==> config.mk <==
export PLATFORM = sky130hd
export DESIGN_NAME = timer_ctrl
export DESIGN_NICKNAME = d
export VERILOG_FILES = /design/src/rtl/timer_pkg.sv /design/src/rtl/tick_gen.sv /design/src/rtl/timer_ctrl.sv
export SDC_FILE = /design/constraint.sdc
export NUM_CORES = 1
export LEC_CHECK = 0
export CAP_MARGIN = 40
export CORE_ASPECT_RATIO = 1.25
export CORE_MARGIN = 2
export CORE_UTILIZATION = 48
export CTS_CLUSTER_DIAMETER = 80
export DETAILED_ROUTE_END_ITERATION = 8
export MAX_ROUTING_LAYER = met4
export PLACE_DENSITY = 0.79
export SYNTH_ARGS = -nofsm -noshare
export SYNTH_HDL_FRONTEND = slang
export SYNTH_SLANG_ARGS = --single-unit
==> constraint.sdc <==
create_clock -name clk -period 4.3 [get_ports clk]
set_clock_uncertainty 0.1 [all_clocks]
set_input_delay 1.29 -clock clk [delete_from_list [all_inputs] [get_ports clk]]
set_output_delay 1.29 -clock clk [all_outputs]
set_load 0.01 [all_outputs]
==> src/rtl/timer_pkg.sv <==
// Shared types and constants for the programmable timer control stage.
package timer_pkg;

  // Timer control states.
  typedef enum logic [1:0] {
    IDLE = 2'd0,
    LOAD = 2'd1,
    RUN  = 2'd2,
    DONE = 2'd3
  } state_e;

  // Encodings of the latched mode bit.
  localparam logic MODE_ONESHOT  = 1'b0;
  localparam logic MODE_PERIODIC = 1'b1;

endpackage

==> src/rtl/tick_gen.sv <==
// Prescaler: counts RUN cycles and flags a tick every presc_q+1 cycles.
module tick_gen #(
  parameter int PW = 4
) (
  input  logic          clk,
  input  logic          rst,
  input  logic          clr,
  input  logic          run,
  input  logic [PW-1:0] presc_q,
  output logic          tick
);

  logic [PW-1:0] presc_cnt_q;
  logic [PW-1:0] presc_cnt_d;

  assign tick = run && (presc_cnt_q == presc_q);

  // Next prescaler count: clear outside RUN, wrap to zero on a tick.
  always_comb begin
    presc_cnt_d = presc_cnt_q;
    if (clr) begin
      presc_cnt_d = {PW{1'b0}};
    end else if (run) begin
      if (tick) begin
        presc_cnt_d = {PW{1'b0}};
      end else begin
        presc_cnt_d = presc_cnt_q + PW'(1);
      end
    end else begin
      presc_cnt_d = presc_cnt_q;
    end
  end

  // Prescaler count register.
  always_ff @(posedge clk or posedge rst) begin
    if (rst) begin
      presc_cnt_q <= {PW{1'b0}};
    end else begin
      presc_cnt_q <= presc_cnt_d;
    end
  end

endmodule

==> src/rtl/timer_ctrl.sv <==
// Timer control stage: arms, prescales and reloads an external up-counter and
// pulses expired once per terminal tick.
import timer_pkg::*;

module timer_ctrl #(
  parameter int WIDTH = 5,
  parameter int PW    = 4
) (
  input  logic             clk,
  input  logic             rst,
  input  logic             start,
  input  logic             stop,
  input  logic             mode,
  input  logic [WIDTH-1:0] reload_val,
  input  logic [WIDTH-1:0] period,
  input  logic [PW-1:0]    presc,
  input  logic [WIDTH-1:0] cnt_val,
  output logic             load,
  output logic             enab,
  output logic [WIDTH-1:0] cnt_in,
  output logic             expired,
  output logic             busy,
  output logic             done
);

  state_e           state_q;
  logic             mode_q;
  logic [WIDTH-1:0] reload_q;
  logic [WIDTH-1:0] period_q;
  logic [PW-1:0]    presc_q;
  logic             expired_q;

  logic             tick;
  logic             term;
  logic             in_run;
  logic             presc_clr;

  assign in_run    = (state_q == RUN);
  assign presc_clr = !in_run;
  assign term      = tick && (cnt_val == period_q);
  assign cnt_in    = reload_q;
  assign expired   = expired_q;

  tick_gen #(.PW(PW)) u_tick_gen (
    .clk     (clk),
    .rst     (rst),
    .clr     (presc_clr),
    .run     (in_run),
    .presc_q (presc_q),
    .tick    (tick)
  );

  // Counter strobes and status; stop masks every strobe in the same cycle.
  always_comb begin
    load = 1'b0;
    enab = 1'b0;
    busy = 1'b0;
    done = 1'b0;
    case (state_q)
      IDLE: begin
        busy = 1'b0;
      end
      LOAD: begin
        busy = 1'b1;
        if (stop) begin
          load = 1'b0;
        end else begin
          load = 1'b1;
        end
      end
      RUN: begin
        busy = 1'b1;
        if (stop) begin
          load = 1'b0;
          enab = 1'b0;
        end else if (term) begin
          load = (mode_q == MODE_PERIODIC);
          enab = 1'b0;
        end else begin
          load = 1'b0;
          enab = tick;
        end
      end
      DONE: begin
        done = 1'b1;
      end
      default: begin
        busy = 1'b0;
      end
    endcase
  end

  // Control FSM with configuration capture on each accepted start.
  always_ff @(posedge clk or posedge rst) begin
    if (rst) begin
      state_q  <= IDLE;
      mode_q   <= 1'b0;
      reload_q <= {WIDTH{1'b0}};
      period_q <= {WIDTH{1'b0}};
      presc_q  <= {PW{1'b0}};
    end else begin
      case (state_q)
        IDLE: begin
          if (start && !stop) begin
            mode_q   <= mode;
            reload_q <= reload_val;
            period_q <= period;
            presc_q  <= presc;
            state_q  <= LOAD;
          end else begin
            state_q  <= IDLE;
          end
        end
        LOAD: begin
          if (stop) begin
            state_q <= IDLE;
          end else begin
            state_q <= RUN;
          end
        end
        RUN: begin
          if (stop) begin
            state_q <= IDLE;
          end else if (term && (mode_q == MODE_ONESHOT)) begin
            state_q <= DONE;
          end else begin
            state_q <= RUN;
          end
        end
        DONE: begin
          if (stop) begin
            state_q <= IDLE;
          end else if (start) begin
            mode_q   <= mode;
            reload_q <= reload_val;
            period_q <= period;
            presc_q  <= presc;
            state_q  <= LOAD;
          end else begin
            state_q  <= DONE;
          end
        end
        default: begin
          state_q <= IDLE;
        end
      endcase
    end
  end

  // Expiry pulse follows an unaborted terminal tick by one cycle.
  always_ff @(posedge clk or posedge rst) begin
    if (rst) begin
      expired_q <= 1'b0;
    end else begin
      expired_q <= in_run && term && !stop;
    end
  end

endmodule

==> run metrics, run 1 <==
outcome=finished, final reports clean; hold_ws=0.412 ns; diode count=0; peak supply drop=264 µV; I/O Buffers=33; fmax=240 MHz; Lkg Pwr=0.000649 µW; Root Driver=clkbuf_4; cells along the critical path=clkdlybuf4s50_1 -> xor2_1 -> nor3_2 -> nand3_1 -> buf_4 -> and2b_2 -> dlygate4sd2_1; combinational power share=23.8%; Post-DRT Antenna Nets=0; minimum clock period=4.16 ns; cts hold-fix bufs=0; Warnings, synthesis=0; Final Hold Viols=0; worst setup path category=in -> out; placed cells=137; Worst setup SP type=input pin; clock sinks=22; Hold Path Stages=1; Hold Crit Class=reg -> reg; total negative slack=0 ns; initial antenna violation count=0; #FFs+latches synth=22; Clock Latency Late Sink=0.30 ns; CP arrival=2.77 ns; CP Max Fanout=3; Max-Slew Margin vs Limit=46.1%; worst setup slack after layout=0.137 ns; gp weighted congestion=0.840; htree depth=1; All-Layer GR Usage=16.9%; WP data required=2.91 ns; DRT iter0 DRCs=8; nets=152; # DRC=0; largest area contributor in the netlist=dfrtp_1; CTS clk-pin slew, worst paths=0.12 ns; via/cell ratio=5.10; Place WS=-0.134 ns; Rows=19; Critical Path End Type=primary output; Period Utilization, post-route=96.8%; CP peak stage delay=0.42 ns; r2r setup slk=2.31 ns; Wirelength per Cell=13.8 µm; DR vias=724; Chip Width=46.0 µm; CTS tree=done; PD cells=321 nW/µm²; Slew @ Worst Pin=0.805 ns; Cells after Synth=81; RSZ-0062 raised after global routing=false; Final Non-Filler Cells=142; HPWL after DPL=1.56 mm; Area Growth Syn to Fin=40.6%; die area=2600 µm²; Netlist cell types=19; final setup vio count=0; P_sw=118 µW; core area=2140 µm²; Power, Total=477 µW; Syn Area/Cell=13.1 µm²; largest net degree at the start of global routing=17; layout cells sized above 1=26.4%; first-pass iteration count of the detailed router=3; Sw Share=24.8%; Pint=359 µW; Layout fillers=156; Mapped Area=1060 µm²; Max Cap Viol=0; dominant cells by area after synthesis=dfrtp_1 (52%), mux2_2 (17%), ha_1 (7.1%); Die Span Y=56.5 µm; grt total ovfl=0; DRT Wirelength=1.96 mm; final slew viol count=0; Syn Nets=111; Initial Util=49.4%; global-route wire length before repair=3.13 mm; register area share after synthesis=52.1%; R2R cell count=3; Longest Clk Path Bufs=2; sequential power share=52.5%; # IOs=34; post-synth top area share=52.1%; clock power share=23.6%; number of global-route vias before repair=761; TritonCTS buffer count=3; Critical-path top delay cell=clkdlybuf4s50_1
## critical path: cells and delay by family
family	cells	cell delay, ns
buffers and inverters	3	0.85
XOR/XNOR	1	0.16
AND/OR/NAND/NOR	3	0.46
## cell type report
type | count | area (µm²) | share of cell area, %
timing repair buffer | 37 | 362 | 24.3
tap | 21 | 26.3 | 1.77
sequential | 22 | 551 | 37.0
inverter | 5 | 18.8 | 1.26
multi-input combinational | 53 | 493 | 33.2
clock buffer | 4 | 36.3 | 2.44
## power groups by stage
stage / logic (µW) / registers (µW) / clock network, µW
after CTS: 114 / 251 / 115
after global placement: 107 / 254 / 0
final: 114 / 251 / 113
after detailed placement: 112 / 255 / 0
after global routing: 124 / 254 / 124
after floorplan: 55.0 / 256 / 0
## routing by layer
metal	routed length [µm]	vias up	track usage, %
met5	0	-	-
met4	17	0	4.90
met3	67	2	3.54
met2	1060	18	29.6
met1	812	346	18.4
li1	-	358	-
## layout by cell type, fill, tap and decap left out
cell	n
nand3_1	3
o41ai_2	1
nand4_1	2
clkbuf_2	1
clkbuf_4	3
inv_1	5
buf_8	1
xor2_1	4
and3_2	1
nor2_1	4
xnor2_1	7
o31ai_2	1
a211oi_1	1
mux2_2	16
ha_1	6
o211ai_2	1
and2b_2	1
buf_4	3
nand2_1	2
clkbuf_8	1
dfrtp_1	22
nor3_1	1
clkdlybuf4s50_1	31
nor3_2	1
dlygate4sd2_1	1
or3b_4	1
## metrics by stage
step	area, µm²	utilization (%)
global route	1490	69.5
detailed placement	1440	67.3
floorplan	1060	-
finish	1490	69.5
global placement	1420	66.5
CTS	1480	69.2
## repair_timing
item / in CTS / in global routing
setup buffers: 1 / 0
resized for setup: 2 / 4
endpoints found under the hold margin: 0 / 0
pin swaps: 1 / 0
endpoints found under the setup margin: 2 / 2
## sequential cells by signal, summed over array words and instances (netlist names)
name	flops
cnt_in	5
period_q	5
presc_q	4
u_tick_gen.presc_cnt_q	4
state_q	2
expired	1
mode_q	1
## final timing paths
path | endpoint | from
max in group asynchronous | u_tick_gen.presc_cnt_q[2] | rst
min in group asynchronous | cnt_in[0] | rst
worst max-delay path | enab | cnt_val[0]
worst min register to register | u_tick_gen.presc_cnt_q[0] | u_tick_gen.presc_cnt_q[0]
worst max register to register | presc_q[2] | state_q[0]
worst min-delay path | u_tick_gen.presc_cnt_q[0] | u_tick_gen.presc_cnt_q[0]
## logic make-up after synthesis
group	count (synthesis)	synth area share [%]
adder cells (fa/ha/maj)	6	7.10
AND/OR/NAND/NOR	16	8.28
AO/OA/AOI/OAI	4	4.14
multiplexers	16	17.0
flip-flops	22	52.1
XOR/XNOR	11	9.11
buffers and inverters	6	2.25
## cells in the mapped netlist
| cell | count |
|---|---|
| dfrtp_1 | 22 |
| inv_1 | 5 |
| nand4_1 | 2 |
| o41ai_2 | 1 |
| buf_2 | 1 |
| o211ai_2 | 1 |
| nand3_1 | 3 |
| and3_2 | 1 |
| nor2_1 | 4 |
| xor2_1 | 4 |
| o31ai_1 | 1 |
| a211oi_1 | 1 |
| nor3_1 | 2 |
| and2b_2 | 1 |
| xnor2_1 | 7 |
| ha_1 | 6 |
| or3b_4 | 1 |
| nand2_1 | 2 |
| mux2_2 | 16 |
Power figures use the tool's default switching activity.
==> run 2: changes to the inputs <==
- CORE_UTILIZATION: 48 -> 45
- PLACE_DENSITY: 0.79 -> 0.74
- clock period: 4.3 -> 3.84 ns (I/O delays scaled with it)
==> run 2 against run 1 <==
Setup slack got worse by 0.037 ns; final area increased by 4.3%; sequential share of layout area shrank 1.5 points; highest routed layer unchanged.
==> run metrics, run 2 (synthesis results as in run 1) <==
Longest Clk Path Bufs=2 (unchanged); first-pass iteration count of the detailed router=4 (was 3); Worst setup SP type=input pin (unchanged); largest net degree at the start of global routing=23 (was 17); final slew viol count=0 (unchanged); buffers and inverters on the worst path=3 (unchanged); DRT iter0 DRCs=3 (was 8); CP Max Fanout=2 (was 3); global-route wire length before repair=3.33 mm (was 3.13 mm); Initial Util=47.8% (was 49.4%); R2R cell count=3 (unchanged); cells along the critical path=clkdlybuf4s50_1 -> xor2_1 -> nor3_1 -> nand3_1 -> buf_4 -> and2b_2 -> buf_6 (was clkdlybuf4s50_1 -> xor2_1 -> nor3_2 -> nand3_1 -> buf_4 -> and2b_2 -> dlygate4sd2_1); DRT Wirelength=2.03 mm (was 1.96 mm); Hold Crit Class=reg -> reg (unchanged); CTS clk-pin slew, worst paths=0.12 ns (about the same); peak supply drop=332 µV (was 264 µV); Max Cap Viol=0 (unchanged); HPWL after DPL=1.54 mm (was 1.56 mm); Critical Path End Type=primary output (unchanged); Critical-path top delay cell=clkdlybuf4s50_1 (unchanged); core area=2210 µm² (was 2140 µm²); die area=2760 µm² (was 2600 µm²); outcome=finished, final reports clean (unchanged); CP peak stage delay=0.41 ns (was 0.42 ns); worst setup path category=in -> out (unchanged); Chip Width=47.4 µm (was 46.0 µm); Wirelength per Cell=13.1 µm (was 13.8 µm); Setup crit start=cnt_val[4] (was cnt_val[0]); most common cell after layout, fill and taps aside=clkdlybuf4s50_1 (unchanged); final setup vio count=0 (unchanged); Root Driver=clkbuf_4 (unchanged); via/cell ratio=4.92 (was 5.10); minimum clock period=3.74 ns; CP arrival=2.49 ns (was 2.77 ns); r2r setup slk=1.85 ns (was 2.31 ns); diode count=0 (unchanged); Clock Latency Late Sink=0.31 ns (was 0.30 ns); All-Layer GR Usage=17.3% (was 16.9%); register area=551 µm² (unchanged); layout cells sized above 1=28.2% (was 26.4%); Power, Total=589 µW (was 477 µW); Final Hold Viols=0 (unchanged); Reg-to-Reg End=period_q[1] (was presc_q[2]); grt total ovfl=0 (unchanged); Hold Path Stages=1 (unchanged); clock sinks=22 (unchanged); Max-Slew Margin vs Limit=46.8% (was 46.1%); nets=155 (was 152); Layout fillers=175 (was 156); Die Span Y=58.2 µm (was 56.5 µm); number of global-route vias before repair=807 (was 761); min-delay src=u_tick_gen.presc_cnt_q[0] (unchanged); # DRC=0 (unchanged); Lkg Pwr=0.000682 µW (was 0.000649 µW); TritonCTS buffer count=3 (unchanged); I/O Buffers=33 (unchanged); Slew @ Worst Pin=0.796 ns (was 0.805 ns); initial antenna violation count=0 (unchanged); DR vias=762 (was 724); Area Growth Syn to Fin=46.6% (was 40.6%); cts hold-fix bufs=0 (unchanged); delay-heaviest family, CP=buffers and inverters (unchanged); most frequent cells in the layout=clkdlybuf4s50_1 (30), dfrtp_1 (22), mux2_2 (16), xnor2_1 (7) (was clkdlybuf4s50_1 (31), dfrtp_1 (22), mux2_2 (16), xnor2_1 (7), ha_1 (6)); placed cells=148 (was 137); Rows=19 (unchanged); WHS Endpoint=u_tick_gen.presc_cnt_q[0] (unchanged); total negative slack=0 ns (unchanged); fmax=267 MHz; gp weighted congestion=0.807 (was 0.840); # IOs=34 (unchanged); WP data required=2.59 ns (was 2.91 ns); CTS tree=done (unchanged); multi-input logic area=488 µm² (was 493 µm²); htree depth=1 (unchanged); reg-to-reg critical path startpoint=state_q[0] (unchanged); hold_ws=0.419 ns (was 0.412 ns); Final Non-Filler Cells=155 (was 142); Post-DRT Antenna Nets=0 (unchanged); PD cells=380 nW/µm² (was 321 nW/µm²); Period Utilization, post-route=97.4%; Final Util=70.1% (was 69.5%)
-- run 2: where the power goes --
part	internal, µW	leakage [µW]	switching (µW)
clock	105	0.0000279	72.7
combinational	85.4	0.000381	43.4
sequential	262	0.000273	19.9
-- run 2: area by class of cell --
cell class                 instances  area share, %
clock buffer                       3           1.45
clock inverter                     1           1.94
inverter                           5           1.21
multi-input combinational         53           31.5
sequential                        22           35.5
tap                               31           2.50
timing repair buffer              40           25.9
-- run 2: stage by stage --
stage | setup slack [ns] | area [µm²]
final | 0.0995 | 1550
after global routing | -0.000290 | 1550
after CTS | 0.0558 | 1510
after detailed placement | -0.344 | 1450
after global placement | -0.348 | 1450
after floorplan | 0.599 | 1060
-- run 2: how the worst max path moves through the flow --
stage,endpoint,slack [ns],depth (start not counted)
2_1_floorplan,load,0.60,4
3_3_place_gp,load,-0.35,6
3_5_place_dp,load,-0.34,6
4_1_cts,load,0.06,6
5_1_grt,enab,-0.0003,7
6_report,enab,0.1,7
-- run 2: routing by layer --
layer | global-route usage, % | part of all wire, %
met4 | 5.95 | 1.3
met2 | 30.3 | 55
met5 | - | 0
met3 | 3.12 | 5.8
met1 | 18.6 | 37
-- run 2: timing repair --
| item | CTS | global route |
|---|---|---|
| resized for setup | 8 | 3 |
| buffers inserted | 1 | 1 |
| setup endpoints to repair | 2 | 2 |
| pin swaps | 3 | 1 |
==> run 3: changes to the inputs <==
- PLACE_DENSITY: 0.74 -> 0.86
==> run 3 against run 2 <==
First-iteration DRC count grew to 6.3 times the previous value; register-to-register slack gained 0.05 ns; non-clock buffer count shrank 3; combinational power shrank 3%; final area shrank 3.0%; critical path type unchanged.
==> run metrics, run 3 (synthesis results as in run 1) <==
Chip Width=47.4 µm (unchanged); Place WS=-0.353 ns (was -0.344 ns); Hold Crit Class=reg -> reg (unchanged); CTS clk-pin slew, worst paths=0.12 ns (about the same); DRT Wirelength=1.89 mm (was 2.03 mm); Max-Slew Margin vs Limit=46.3% (was 46.8%); All-Layer GR Usage=17.4% (was 17.3%); reg-to-reg critical path startpoint=state_q[0] (unchanged); worst setup path category=in -> out (unchanged); cells along the critical path=clkdlybuf4s50_1 -> xor2_1 -> nor3_2 -> nand3_1 -> buf_4 -> and2b_2 -> clkbuf_2 (was clkdlybuf4s50_1 -> xor2_1 -> nor3_1 -> nand3_1 -> buf_4 -> and2b_2 -> buf_6); Reg-to-Reg End=period_q[1] (unchanged); most common cell after layout, fill and taps aside=clkdlybuf4s50_1 (unchanged); minimum clock period=3.73 ns (was 3.74 ns); layout cells sized above 1=27.3% (was 28.2%); final slew viol count=0 (unchanged); Post-DRT Antenna Nets=0 (unchanged); Clock Latency Late Sink=0.31 ns (about the same); setup bufs post-CTS=0 (was 1); DR WL met3=113 µm (was 118 µm); met1 WL=788 µm (was 760 µm); Root Driver=clkbuf_4 (unchanged); TritonCTS buffer count=3 (unchanged); worst setup slack after layout=0.112 ns (was 0.0995 ns); WP data required=2.59 ns (about the same); die area=2760 µm² (unchanged); first-pass iteration count of the detailed router=4 (unchanged); Slew @ Worst Pin=0.804 ns (was 0.796 ns); DR vias=752 (was 762); DRT iter0 DRCs=19 (was 3); met2 WL=932 µm (was 1.12 mm); Wirelength per Cell=12.4 µm (was 13.1 µm); WHS Endpoint=u_tick_gen.presc_cnt_q[0] (unchanged); Rows=19 (unchanged); Max Cap Viol=0 (unchanged); register area=551 µm² (unchanged); nets=152 (was 155); I/O Buffers=33 (unchanged); CP peak stage delay=0.41 ns (about the same); initial antenna violation count=0 (unchanged); Critical Path End Type=primary output (unchanged); Die Span Y=58.2 µm (unchanged); Hold Path Stages=1 (unchanged); diode count=0 (unchanged); multi-input logic area=493 µm² (was 488 µm²); min-delay src=u_tick_gen.presc_cnt_q[0] (unchanged); Initial Util=47.8% (unchanged); gp weighted congestion=0.885 (was 0.807); Final Util=68.0% (was 70.1%); CTS tree=done (unchanged); cts hold-fix bufs=0 (unchanged); Final Hold Viols=0 (unchanged); number of global-route vias before repair=825 (was 807); # IOs=34 (unchanged); global-route wire length before repair=3.28 mm (was 3.33 mm); # DRC=0 (unchanged); Area Growth Syn to Fin=42.2% (was 46.6%); via/cell ratio=4.95 (was 4.92); CP arrival=2.48 ns (was 2.49 ns); Critical-path top delay cell=clkdlybuf4s50_1 (unchanged); Worst setup SP type=input pin (unchanged); core area=2210 µm² (unchanged); Longest Clk Path Bufs=2 (unchanged); Layout fillers=159 (was 175); outcome=finished, final reports clean (unchanged); fmax=268 MHz (was 267 MHz); Lkg Pwr=0.000651 µW (was 0.000682 µW); Period Utilization, post-route=97.1% (was 97.4%); largest net degree at the start of global routing=23 (unchanged); clock sinks=22 (unchanged); final setup vio count=0 (unchanged); most frequent cells in the layout=clkdlybuf4s50_1 (31), dfrtp_1 (22), mux2_2 (16), xnor2_1 (7), ha_1 (6) (was clkdlybuf4s50_1 (30), dfrtp_1 (22), mux2_2 (16), xnor2_1 (7)); CP Max Fanout=3 (was 2); r2r setup slk=1.90 ns (was 1.85 ns); htree depth=1 (unchanged); HPWL after DPL=1.51 mm (was 1.54 mm); peak supply drop=282 µV (was 332 µV); PD cells=387 nW/µm² (was 380 nW/µm²); Top Metal Used=met4 (unchanged); R2R cell count=3 (unchanged); grt total ovfl=0 (unchanged); RSZ-0062 raised after global routing=false
==> run 3: changes by cell type in the layout (fill, tap and decap cells not counted), sizes merged <==
cell	change
buf	-4
clkdlybuf4s50	+1
clkbuf	+1
dlymetal6s2s	-1
==> run 3: critical path, delay by kind of cell <==
family	cells	cell delay, ns
buffers and inverters	3	0.69
and+or+nand+nor	3	0.48
xor gates and xnor gates	1	0.15
==> run 3: stage by stage <==
step | instance area, µm² | hold WS, ns | power (µW) | instances | TNS [ns]
4_1_cts | 1510 | 0.416 | 588 | 152 | 0
5_1_grt | 1500 | 0.440 | 611 | 152 | 0
6_report | 1500 | 0.414 | 582 | 152 | 0
3_3_place_gp | 1450 | 0.392 | 406 | 148 | -0.556
3_5_place_dp | 1450 | 0.397 | 411 | 148 | -0.631
2_1_floorplan | 1060 | 0.363 | 349 | 81 | 0
==> run 3: layout make-up <==
| class | count | share of cell area (%) |
|---|---|---|
| Clock buffer | 3 | 1.50 |
| Clock inverter | 1 | 2.00 |
| Inverter | 5 | 1.25 |
| Multi-Input combinational cell | 53 | 32.8 |
| Sequential cell | 22 | 36.6 |
| Tap cell | 31 | 2.58 |
| Timing Repair Buffer | 37 | 23.3 |
==> run 3: how the worst max path moves through the flow <==
stage          startpoint    to  slack (ns)  cells after the start
2_1_floorplan  cnt_val[0]  load        0.60                      4
5_1_grt        cnt_val[0]  enab        0.01                      7
3_5_place_dp   cnt_val[0]  load       -0.35                      6
4_1_cts        cnt_val[3]  enab        0.01                      7
6_report       cnt_val[0]  enab        0.11                      7
3_3_place_gp   cnt_val[0]  load       -0.29                      6
==> run 3: what timing repair did <==
item | in CTS | in global routing
hold endpoints to repair | 0 | 0
endpoints found under the setup margin | 2 | 2
gates resized for setup | 6 | 3
pin swaps | 1 | 2
==> run 3: where the power goes <==
part | leakage (µW) | total (µW) | internal (µW) | switching (µW)
combinational | 0.000350 | 125 | 81.3 | 43.8
sequential | 0.000273 | 281 | 262 | 19.3
clock | 0.0000279 | 176 | 106 | 70.5
total | 0.000651 | 582 | 449 | 134
==> run 3: metal layers <==
| metal | track usage [%] | vias to the layer above |
|---|---|---|
| li1 | - | 359 |
| met1 | 19.9 | 359 |
| met2 | 27.8 | 30 |
| met3 | 2.18 | 4 |
| met4 | 10.7 | 0 |
| met5 | - | - |
